## src/rtl/qtable_responder_if.sv

```systemverilog
// Q-table request/response bus between the learning pipeline and the
// responder. Master = pipeline, slave = qtable_responder.
interface qtable_responder_if #(
  parameter int STATE_W = 6,
  parameter int ACT_W   = 2,
  parameter int DATA_W  = 8
);
  localparam int AW = STATE_W + ACT_W;

  logic              o_ready;
  logic              i_read_en;
  logic [AW-1:0]     i_addr_r;
  logic [DATA_W-1:0] o_data;
  logic              o_rvalid;
  logic              i_write_en;
  logic [AW-1:0]     i_addr_w;
  logic [DATA_W-1:0] i_data;
  logic              i_max_rd_en;
  logic [STATE_W-1:0] i_max_addr;
  logic [DATA_W-1:0] o_max_data;
  logic [ACT_W-1:0]  o_max_act;
  logic              o_max_valid;

  modport master (
    input  o_ready, o_data, o_rvalid,
    input  o_max_data, o_max_act, o_max_valid,
    output i_read_en, i_addr_r,
    output i_write_en, i_addr_w, i_data,
    output i_max_rd_en, i_max_addr
  );

  modport slave (
    output o_ready, o_data, o_rvalid,
    output o_max_data, o_max_act, o_max_valid,
    input  i_read_en, i_addr_r,
    input  i_write_en, i_addr_w, i_data,
    input  i_max_rd_en, i_max_addr
  );
endinterface

```

## src/rtl/qtable_responder.sv

```systemverilog
// Q-table responder: Q(s,a) store plus per-state max/argmax table.
// Ports: i_clk, i_rst_n (sync, active low), bus (slave modport).
// QTABLE_STATS_EN adds o_write_cnt / o_rescan_cnt (16-bit, saturating).
module qtable_responder #(
  parameter int STATE_W = 6,
  parameter int ACT_W   = 2,
  parameter int DATA_W  = 8
) (
  input  logic i_clk,
  input  logic i_rst_n,
  qtable_responder_if.slave bus
`ifdef QTABLE_STATS_EN
  ,
  output logic [15:0] o_write_cnt,
  output logic [15:0] o_rescan_cnt
`endif
);
  localparam int AW = STATE_W + ACT_W;
  localparam int NQ = 1 << AW;
  localparam int NS = 1 << STATE_W;
  localparam int NA = 1 << ACT_W;

  typedef enum logic [1:0] {
    CLEAR,
    IDLE,
    RESCAN
  } state_t;

  state_t state, state_d;

  logic [AW-1:0] cnt, cnt_d;
  logic [STATE_W-1:0] rs_state, rs_state_d;
  logic [DATA_W-1:0] rs_q;
  logic [DATA_W-1:0] best_val, best_val_d;
  logic [ACT_W-1:0] best_act, best_act_d;

  logic [DATA_W-1:0] q_mem   [NQ];
  logic [DATA_W-1:0] max_val [NS];
  logic [ACT_W-1:0]  max_act [NS];

  logic              q_we;
  logic [AW-1:0]     q_wa;
  logic [DATA_W-1:0] q_wd;
  logic              m_we;
  logic [STATE_W-1:0] m_wa;
  logic [DATA_W-1:0] m_wd;
  logic [ACT_W-1:0]  m_wact;
  logic              rescan_start;

  logic ready;
  logic rd_acc, wr_acc, mx_acc;
  logic [STATE_W-1:0] w_state;
  logic [ACT_W-1:0]   w_act;
  logic [DATA_W-1:0]  cur_max;
  logic [ACT_W-1:0]   cur_act;
  logic raise, lower;

  logic [ACT_W:0] rs_step;
  logic take;

  assign ready       = (state == IDLE);
  assign bus.o_ready = ready;

  assign rd_acc = bus.i_read_en   & ready;
  assign wr_acc = bus.i_write_en  & ready;
  assign mx_acc = bus.i_max_rd_en & ready;

  assign w_state = bus.i_addr_w[AW-1:ACT_W];
  assign w_act   = bus.i_addr_w[ACT_W-1:0];
  assign cur_max = max_val[w_state];
  assign cur_act = max_act[w_state];

  assign raise = wr_acc && (bus.i_data > cur_max);
  assign lower = wr_acc && (w_act == cur_act)
               && (bus.i_data < cur_max);

  // rs_q holds Q[s, rs_step-1]; strict '>' keeps the lowest action on ties
  assign rs_step = cnt[ACT_W:0];
  assign take    = (rs_step == (ACT_W+1)'(1)) || (rs_q > best_val);

  always_ff @(posedge i_clk) begin
    if (!i_rst_n) begin
      state    <= CLEAR;
      cnt      <= '0;
      rs_state <= '0;
      rs_q     <= '0;
      best_val <= '0;
      best_act <= '0;
    end else begin
      state    <= state_d;
      cnt      <= cnt_d;
      rs_state <= rs_state_d;
      rs_q     <= q_mem[{rs_state, cnt[ACT_W-1:0]}];
      best_val <= best_val_d;
      best_act <= best_act_d;
    end
  end

  always_comb begin
    state_d      = state;
    cnt_d        = cnt;
    rs_state_d   = rs_state;
    best_val_d   = best_val;
    best_act_d   = best_act;
    q_we         = 1'b0;
    q_wa         = '0;
    q_wd         = '0;
    m_we         = 1'b0;
    m_wa         = '0;
    m_wd         = '0;
    m_wact       = '0;
    rescan_start = 1'b0;

    unique case (state)
      CLEAR: begin
        q_we  = 1'b1;
        q_wa  = cnt;
        m_we  = (cnt[ACT_W-1:0] == '0);
        m_wa  = cnt[AW-1:ACT_W];
        cnt_d = cnt + AW'(1);
        if (cnt == {AW{1'b1}})
          state_d = IDLE;
      end
      IDLE: begin
        if (wr_acc) begin
          q_we = 1'b1;
          q_wa = bus.i_addr_w;
          q_wd = bus.i_data;
        end
        if (raise) begin
          m_we   = 1'b1;
          m_wa   = w_state;
          m_wd   = bus.i_data;
          m_wact = w_act;
        end else if (lower) begin
          state_d      = RESCAN;
          rs_state_d   = w_state;
          cnt_d        = '0;
          rescan_start = 1'b1;
        end
      end
      RESCAN: begin
        cnt_d = cnt + AW'(1);
        if (rs_step != '0 && take) begin
          best_val_d = rs_q;
          best_act_d = ACT_W'(rs_step - (ACT_W+1)'(1));
        end
        if (rs_step == (ACT_W+1)'(NA)) begin
          m_we    = 1'b1;
          m_wa    = rs_state;
          m_wd    = best_val_d;
          m_wact  = best_act_d;
          cnt_d   = '0;
          state_d = IDLE;
        end
      end
      default: state_d = CLEAR;
    endcase

    // reset aborts any in-flight table update
    if (!i_rst_n) begin
      q_we = 1'b0;
      m_we = 1'b0;
    end
  end

  always_ff @(posedge i_clk) begin
    if (q_we)
      q_mem[q_wa] <= q_wd;
    if (m_we) begin
      max_val[m_wa] <= m_wd;
      max_act[m_wa] <= m_wact;
    end
  end

  always_ff @(posedge i_clk) begin
    if (!i_rst_n) begin
      bus.o_data      <= '0;
      bus.o_rvalid    <= 1'b0;
      bus.o_max_data  <= '0;
      bus.o_max_act   <= '0;
      bus.o_max_valid <= 1'b0;
    end else begin
      bus.o_rvalid    <= rd_acc;
      bus.o_max_valid <= mx_acc;
      if (rd_acc) begin
        if (wr_acc && bus.i_addr_w == bus.i_addr_r)
          bus.o_data <= bus.i_data;
        else
          bus.o_data <= q_mem[bus.i_addr_r];
      end
      // max table array is read before this edge's update lands
      if (mx_acc) begin
        bus.o_max_data <= max_val[bus.i_max_addr];
        bus.o_max_act  <= max_act[bus.i_max_addr];
      end
    end
  end

`ifdef QTABLE_STATS_EN
  always_ff @(posedge i_clk) begin
    if (!i_rst_n) begin
      o_write_cnt  <= '0;
      o_rescan_cnt <= '0;
    end else begin
      if (wr_acc && o_write_cnt != 16'hFFFF)
        o_write_cnt <= o_write_cnt + 16'd1;
      if (rescan_start && o_rescan_cnt != 16'hFFFF)
        o_rescan_cnt <= o_rescan_cnt + 16'd1;
    end
  end
`endif
endmodule
```

## src/flat_wrapper.sv

```systemverilog
// flat-port wrapper written by rule: the top's interface ports become plain ports
module qtable_responder_flat 
#(
  parameter int STATE_W = 6,
  parameter int ACT_W   = 2,
  parameter int DATA_W  = 8
)
  (i_clk, i_rst_n, bus_o_ready, bus_o_data, bus_o_rvalid, bus_o_max_data, bus_o_max_act, bus_o_max_valid, bus_i_read_en, bus_i_addr_r, bus_i_write_en, bus_i_addr_w, bus_i_data, bus_i_max_rd_en, bus_i_max_addr);
  qtable_responder_if #(.STATE_W(STATE_W), .ACT_W(ACT_W), .DATA_W(DATA_W)) bus_i ();
  input  logic i_clk;
  input  logic i_rst_n;
  output wire logic [$bits(bus_i.o_ready)-1:0] bus_o_ready;
  output wire logic [$bits(bus_i.o_data)-1:0] bus_o_data;
  output wire logic [$bits(bus_i.o_rvalid)-1:0] bus_o_rvalid;
  output wire logic [$bits(bus_i.o_max_data)-1:0] bus_o_max_data;
  output wire logic [$bits(bus_i.o_max_act)-1:0] bus_o_max_act;
  output wire logic [$bits(bus_i.o_max_valid)-1:0] bus_o_max_valid;
  input wire logic [$bits(bus_i.i_read_en)-1:0] bus_i_read_en;
  input wire logic [$bits(bus_i.i_addr_r)-1:0] bus_i_addr_r;
  input wire logic [$bits(bus_i.i_write_en)-1:0] bus_i_write_en;
  input wire logic [$bits(bus_i.i_addr_w)-1:0] bus_i_addr_w;
  input wire logic [$bits(bus_i.i_data)-1:0] bus_i_data;
  input wire logic [$bits(bus_i.i_max_rd_en)-1:0] bus_i_max_rd_en;
  input wire logic [$bits(bus_i.i_max_addr)-1:0] bus_i_max_addr;
  assign bus_o_ready = bus_i.o_ready;
  assign bus_o_data = bus_i.o_data;
  assign bus_o_rvalid = bus_i.o_rvalid;
  assign bus_o_max_data = bus_i.o_max_data;
  assign bus_o_max_act = bus_i.o_max_act;
  assign bus_o_max_valid = bus_i.o_max_valid;
  assign bus_i.i_read_en = bus_i_read_en;
  assign bus_i.i_addr_r = bus_i_addr_r;
  assign bus_i.i_write_en = bus_i_write_en;
  assign bus_i.i_addr_w = bus_i_addr_w;
  assign bus_i.i_data = bus_i_data;
  assign bus_i.i_max_rd_en = bus_i_max_rd_en;
  assign bus_i.i_max_addr = bus_i_max_addr;
  qtable_responder #(.STATE_W(STATE_W), .ACT_W(ACT_W), .DATA_W(DATA_W)) u_core (.i_clk(i_clk), .i_rst_n(i_rst_n), .bus(bus_i));
endmodule
```

## config.mk

```make
export PLATFORM = sky130hd
export DESIGN_NAME = qtable_responder_flat
export DESIGN_NICKNAME = d
export VERILOG_FILES = /design/src/rtl/qtable_responder_if.sv /design/src/rtl/qtable_responder.sv /design/src/flat_wrapper.sv
export SDC_FILE = /design/constraint.sdc
export NUM_CORES = 2
export LEC_CHECK = 0
export ABC_CLOCK_PERIOD_IN_PS = 11200
export BUFFER_PORTS_ARGS = -buffer_cell sky130_fd_sc_hd__buf_4
export CELL_PAD_IN_SITES_DETAIL_PLACEMENT = 1
export CELL_PAD_IN_SITES_GLOBAL_PLACEMENT = 2
export CORE_ASPECT_RATIO = 0.8
export CORE_MARGIN = 1
export CORE_UTILIZATION = 40
export CTS_BUF_LIST = sky130_fd_sc_hd__clkbuf_4 sky130_fd_sc_hd__clkbuf_8
export DETAILED_ROUTE_END_ITERATION = 10
export HOLD_SLACK_MARGIN = 0.06
export PLACE_DENSITY_LB_ADDON = 0.1
export SYNTH_ARGS = -nofsm -noshare
export SYNTH_HDL_FRONTEND = slang
export SYNTH_SLANG_ARGS = --single-unit
export TNS_END_PERCENT = 30
```

## constraint.sdc

```tcl
create_clock -name i_clk -period 11.2 [get_ports i_clk]
set_input_delay 2.8 -clock i_clk [delete_from_list [all_inputs] [get_ports i_clk]]
set_output_delay 2.8 -clock i_clk [all_outputs]
set_load 0.01 [all_outputs]
```

==> Yosys cells after proc, flatten, opt, wreduce, memory -nomap -nowiden <==
Memories as Yosys holds them, arrays and structs flattened. A register that Yosys moved wholly into a read port is not among the register bits.
Index checks and enable logic that the tools add are counted.
{ "totals": {"ff_bits": 28, "latchBits": 0, "ramBits": 2688, "mem_bits_ro": 0, "input_bits": 35, "output_inout_bits": 21, "wordCells": 80, "n_memories": 3} }
{ "op_classes": {"add_sub_neg": 2, "n_mul": 0, "div_mod_pow": 0, "n_lt_le_gt_ge": 3, "eq_ne": 10, "shifts": 0, "muxes": 35, "n_bitwise": 4, "reduce_logical": 16} }
{ "memory_table": {"columns": ["name", "words", "width", "rd", "rd_clocked_by_memory_dff", "write_ports", "line_no", "text"], "rows": [
  ["u_core.q_mem", 256, 8, 2, 2, 1, "qtable_responder.sv:37", "logic [DATA_W-1:0] q_mem [NQ];"],
  ["u_core.max_val", 64, 8, 2, 1, 1, "qtable_responder.sv:38", "logic [DATA_W-1:0] max_val [NS];"],
  ["u_core.max_act", 64, 2, 2, 1, 1, "qtable_responder.sv:39", "logic [ACT_W-1:0] max_act [NS];"]
]} }
{ "op_table": {"columns": ["operator", "count"], "rows": [
  ["8-bit 2-to-1 mux", 9],
  ["8-bit case mux with 2 select lines", 2],
  ["8-bit case mux with 3 select lines", 1],
  ["6-bit case mux with 3 select lines", 1],
  ["8-bit greater-than comparator", 2],
  ["2-bit 2-to-1 mux", 7],
  ["6-bit 2-to-1 mux", 2],
  ["1-bit 2-to-1 mux", 9],
  ["8-bit by 1-bit adder with 8-bit output (second input constant)", 1],
  ["8-bit equality test (second input constant)", 1],
  ["8-bit < comparator", 1],
  ["2-bit case mux with 3 select lines", 1],
  ["3-bit AND reduction", 2],
  ["3-bit nonzero test", 2],
  ["1-bit logical AND", 4],
  ["1-bit zero test", 4],
  ["2-bit zero test", 2],
  ["2-bit by 1-bit != test with 1-bit output (second input constant)", 2],
  ["2-bit != test (second input constant)", 2],
  ["2-bit case mux with 2 select lines", 1],
  ["4-bit AND reduction", 1],
  ["1-bit bitwise AND", 3],
  ["3-bit by 1-bit equality test with 1-bit output (second input constant)", 1],
  ["3-bit equality test (second input constant)", 1],
  ["other kinds (8)", 8]
]} }

==> Depth between registers and ports, before layout <==
{ "depth": {"ltp_word": 8, "depth_mapped": 19, "ltp_nobuf": 13} }

==> Worst setup path after synthesis <==
Ideal clock, no wire load.
{ "synth_path": {"path_kind": "input -> register", "from": "in bus_i_write_en", "to": "mem u_core.q_mem[0][0], data pin", "setup_ns": 1.393, "arrival_ns": 9.364, "required_time_ns": 9.807, "slack_ns": 0.443, "cell_stages": 4, "n_path_buf": 2, "path_cell_list": "clkbuf_1 > clkbuf_1 > nand2_1 > nor2_1"} }
{ "synth_via": {"elab_chain_len": 3} }
{ "synth_rtl": {"columns": ["element", "line_no", "text"], "rows": [
  ["from (decl)", "flat_wrapper.sv:20", "input wire logic [$bits(bus_i.i_write_en)-1:0] bus_i_write_en;"],
  ["1-bit bitwise AND", "qtable_responder.sv:65", "assign wr_acc = bus.i_write_en & ready;"],
  ["8-bit 2-to-1 mux", "qtable_responder.sv:125", "if (wr_acc) begin"],
  ["8-bit 2-to-1 mux", "qtable_responder.sv:114", "unique case (state)"],
  ["named net u_core.q_wd[0]", "qtable_responder.sv:43", "logic [DATA_W-1:0] q_wd;"],
  ["to (decl)", "qtable_responder.sv:37", null]
]} }
The timed path passes the listed nets, and every way through them passes these cells.

==> Final worst setup path <==
{ "layout_path": {"from": "in bus_i_addr_w[3]", "to": "mem u_core.max_val[44][7], enable pin"} }
{ "layout_via": {"elab_chain_len": 8, "elab_cells_between_ends": 10, "cone_classes": "1 x order compare; 7 x mux; 1 x reduce/logical; 1 x memory"} }
{ "layout_rtl": {"columns": ["element", "line_no", "text"], "rows": [
  ["from (decl)", "flat_wrapper.sv:21", "input wire logic [$bits(bus_i.i_addr_w)-1:0] bus_i_addr_w;"],
  ["memory 64 x 8 bit", null, null],
  ["8-bit greater-than comparator", "qtable_responder.sv:73", "assign raise = wr_acc && (bus.i_data > cur_max);"],
  ["1-bit logical AND", "qtable_responder.sv:73", null],
  ["1-bit 2-to-1 mux", "qtable_responder.sv:130", "if (raise) begin"],
  ["1-bit case mux with 3 select lines", "qtable_responder.sv:114", null],
  ["1-bit 2-to-1 mux", "qtable_responder.sv:161", "if (!i_rst_n) begin"],
  ["1-bit 2-to-1 mux", "qtable_responder.sv:170", "if (m_we) begin"],
  ["1-bit 2-to-1 mux (not written as such)", "qtable_responder.sv:171", "max_val[m_wa] <= m_wd;"],
  ["to (decl)", "qtable_responder.sv:38", null]
]} }
Several ways; a longest one is shown, not always the timed one.

==> impl_metrics.csv <==
group,metric,value,unit
synthesis,syn_nets,5919,
drt,detail_route.wl_per_cell,41.6,um
global_routing,grt_first_pass_wirelength,610000,um
timing,hold_violations,0,
critical_path,r2r_start,"u_core.max_val[43][1]",
pwr,leakagePower,35.3,nW
global_routing,grt_pass1_vias,71400,
clock_network,cts_resized,0,
critical_path,crit_end,"u_core.max_val[44][7]",
die,ios,56,
min_path,hold_class,"flip-flop to flip-flop",
critical_path,start_kind,"input port",
synthesis,ys_warn_count,0,
cells_and_area,nFillCells,28800,
pwr,power.share.clock,41.5,%
die,die_w,634,um
die,die_y,508,um
critical_path,critPathLaunch,"bus_i_addr_w[3]",
cells_and_area,stdcell_area,142000,um^2
critical_path,rr_worst_depth,13,
timing,finalCritPeriodShare,77.5,%
timing,maxSlewHeadroom,-6.13,%
timing,slew_violations,64,
synthesis,synth_edf_count,2688,
timing,setup_viol,0,
timing,worst_pin_slew,1.59,ns
timing,finalClockSkew,0.0744,ns
cells_and_area,drive_gt1_share,42.6,%
clock_network,cts_buffers,454,
synthesis,async_reset_ff_share,0,%
timing,rsz0062_at_grt,"no",
clock_network,ctsRootBufferMaster,"clkbuf_8",
timing,max_freq,0.115,GHz
cells_and_area,final_nets,6188,
die,dieArea,322000,um^2
critical_path,critPathKind,"input port to flip-flop",
synthesis,ys_seq_area_share,64.0,%
pwr,vdd_drop_max,0.0978,mV
clock_network,cts_buffer_depth,4,
clock_network,insertion_delay,1.08,ns
synthesis,ys_seq_elements,2742,
outcome,violations,"slew limit",
drt,routed_wl,445000,um
clock_network,clk_pin_slew,0.06,ns
drt,drt-vias-per-instance,6.57,
drt,ant_nets,0,
critical_path,required,11.90,ns
synthesis,ys.flop_type,"edfxtp_1",
placement,io_buffers,55,
pwr,power_density,145,nW/um^2
critical_path,cp.arrival,9.38,ns
die,coreArea,318000,um^2
placement,place_congestion,0.925,
critical_path,endpoint_kind,"flip-flop",
critical_path,r2r_slack,4.88,ns
timing,tns,0,ns
clock_network,clkSinkCount,2742,
pwr,combPwrFrac,4.9,%
global_routing,grt_antenna_before_repair,51,
die,fp-row-count,185,
synthesis,synth.distinct_cells,65,
flow_run,drv_cap,0,
pwr,p_switching,0.00486,W
global_routing,grt_start_max_net_pins,225,
outcome,outcome,"finished, violations left",
die,initial_core_util,40.2,%
placement,place_area,134000,um^2
global_routing,grt-ovfl-total,0,
pwr,p_int,0.0159,W
critical_path,reg2reg_to,"u_core.max_val[44][7]",
pwr,swShare,23.4,%
global_routing,track_usage,27.6,%
drt,drc,0,
drt,vias,70300,
synthesis,synthCells,5861,
drt,drtPass1Iterations,6,
placement,post-dp-hpwl,289000,um
synthesis,synthesis.area,128000,um^2
timing,post-route-min-period,8.68,ns
clock_network,postCtsSetupBuffers,0,
synthesis,syn_area_per_cell,21.8,um^2
cells_and_area,area.growth.synth_to_final,11.3,%
clock_network,cts_tree,"done",
critical_path,cp_max_fo,89,
pwr,power_frac_seq,53.7,%
clock_network,htree_num_levels,5,
drt,drt_iter0_markers,9255,
clock_network,cts-hold-fix-buffers,0,
## synthesized netlist by cell type (all sizes together) (7+ instances only)
cell type | number | area share [%]
edfxtp | 2688 | 63
mux4 | 1738 | 31
nor2 | 367 | 1.1
clkbuf | 261 | 0.77
buf | 216 | 0.80
nand2 | 111 | 0.33
mux2i | 66 | 0.52
dfxtp | 54 | 0.85
o21ai | 38 | 0.15
a21oi | 32 | 0.13
inv | 31 | 0.091
ha | 23 | 0.22
a211oi | 22 | 0.13
nand3 | 22 | 0.086
and3 | 15 | 0.073
nor2b | 15 | 0.073
a21o | 12 | 0.070
o211ai | 11 | 0.065
nor3 | 10 | 0.039
and2 | 8 | 0.039
a22oi | 7 | 0.041
a32oi | 7 | 0.048
a41oi | 7 | 0.048
mux2 | 7 | 0.062
o21bai | 7 | 0.041
o311ai | 7 | 0.048
## per-layer routing
metal / vias up / GRT usage, % / wire (um)
li1: 26500 / - / -
met1: 39600 / 43.2 / 201000
met2: 3570 / 39.1 / 192000
met3: 583 / 6.86 / 43100
met4: 14 / 6.05 / 9610
met5: - / 0 / 93
## final cells by class
class	count	area, um^2	area share (%)
timing repair buffer	290	2510	1.76
clock buffer	583	7230	5.08
inverter	31	124	0.0870
tap	4207	5260	3.70
antenna	16	40.0	0.0281
multi-input combinational	2611	44200	31.0
clock inverter	225	1240	0.869
sequential	2742	81800	57.5
## cell usage in the layout, fill, tap and decap left out, types with 10 or more instances in the layout
| cell type | instances |
|---|---|
| edfxtp_1 | 2688 |
| mux4_2 | 1738 |
| clkbuf_8 | 458 |
| nor2_1 | 366 |
| buf_4 | 260 |
| clkinv_1 | 132 |
| clkbuf_4 | 127 |
| nand2_1 | 95 |
| mux2i_1 | 66 |
| clkinv_2 | 66 |
| dfxtp_1 | 48 |
| a21oi_1 | 32 |
| inv_1 | 29 |
| o21ai_0 | 25 |
| ha_1 | 23 |
| buf_12 | 23 |
| nand3_1 | 22 |
| a211oi_1 | 21 |
| diode_2 | 16 |
| nand2_2 | 16 |
| nor2b_1 | 15 |
| a21o_1 | 12 |
| o211ai_1 | 11 |
| o21ai_4 | 10 |
| nor3_1 | 10 |
## metrics by stage
step / power (W) / hold slack, ns / worst slack, ns / utilization [%] / std cells
6_report: 0.0207 / 0.460 / 2.52 / 44.8 / 10700
5_1_grt: 0.0213 / 0.486 / 2.28 / 44.8 / 10700
4_1_cts: 0.0209 / 0.463 / 2.62 / 44.8 / 10700
3_5_place_dp: 0.0124 / 0.454 / 1.50 / 42.1 / 9881
3_3_place_gp: 0.0124 / 0.448 / 1.69 / 42.1 / 9881
2_1_floorplan: 0.0120 / 0.463 / 0.443 / - / 5861
## power groups by stage
stage / Sequential [W] / Combinational, W / Clock, W
global route: 0.0111 / 0.00106 / 0.00911
CTS: 0.0111 / 0.00102 / 0.00876
global placement: 0.0113 / 0.00102 / 0
detailed placement: 0.0113 / 0.00102 / 0
floorplan: 0.0113 / 0.000690 / 0
finish: 0.0111 / 0.00101 / 0.00859
## worst max-delay path: stages
cell,delay [ns]
clkbuf_8,0.68
buf_4,0.48
mux4_2,0.40
mux4_2,0.58
mux4_2,0.49
inv_1,0.06
ha_1,0.23
nor2b_1,0.14
o21a_1,0.17
o21a_1,0.18
o21bai_1,0.24
a21oi_1,0.27
a222oi_1,0.87
or4b_2,0.88
nor2_1,0.84
## worst min-delay path by stage
stage / cells after the start / slack (ns) / endpoint / startpoint
after CTS: 2 / 0.46 / u_core.bus.o_max_act[1] / u_core.bus.o_max_act[1]
after global routing: 2 / 0.49 / u_core.bus.o_max_data[0] / u_core.bus.o_max_data[0]
final: 2 / 0.46 / u_core.bus.o_max_act[1] / u_core.bus.o_max_act[1]
after detailed placement: 2 / 0.45 / u_core.bus.o_max_act[1] / u_core.bus.o_max_act[1]
after global placement: 2 / 0.45 / u_core.bus.o_max_data[5] / u_core.bus.o_max_data[5]
after floorplan: 2 / 0.46 / u_core.best_act[1] / u_core.best_act[1]
## state kept, by name, summed over array words and instances, names as in the netlist
register	count
u_core.bus.o_max_data	8
u_core.rs_q	8
u_core.best_act	2
u_core.bus.o_max_valid	1
u_core.rs_state	6
u_core.max_act	128
u_core.q_mem	2048
u_core.bus.o_max_act	2
u_core.cnt	8
u_core.best_val	8
u_core.max_val	512
u_core.bus.o_data	8
u_core.state	2
u_core.bus.o_rvalid	1
## cells by family (layout without fill, tap and decap cells)
kind of cell	Yosys count	count (layout)	share of synthesized area [%]
xor+xnor	7	7	0.0479
buf+inv	508	1129	1.65
simple gates	574	574	1.86
mux	1811	1811	31.2
compound gates	196	196	1.08
other cells	0	16	0
flops	2742	2742	64.0
fa+ha+maj	23	23	0.225
(Power assumes the default switching activity.)
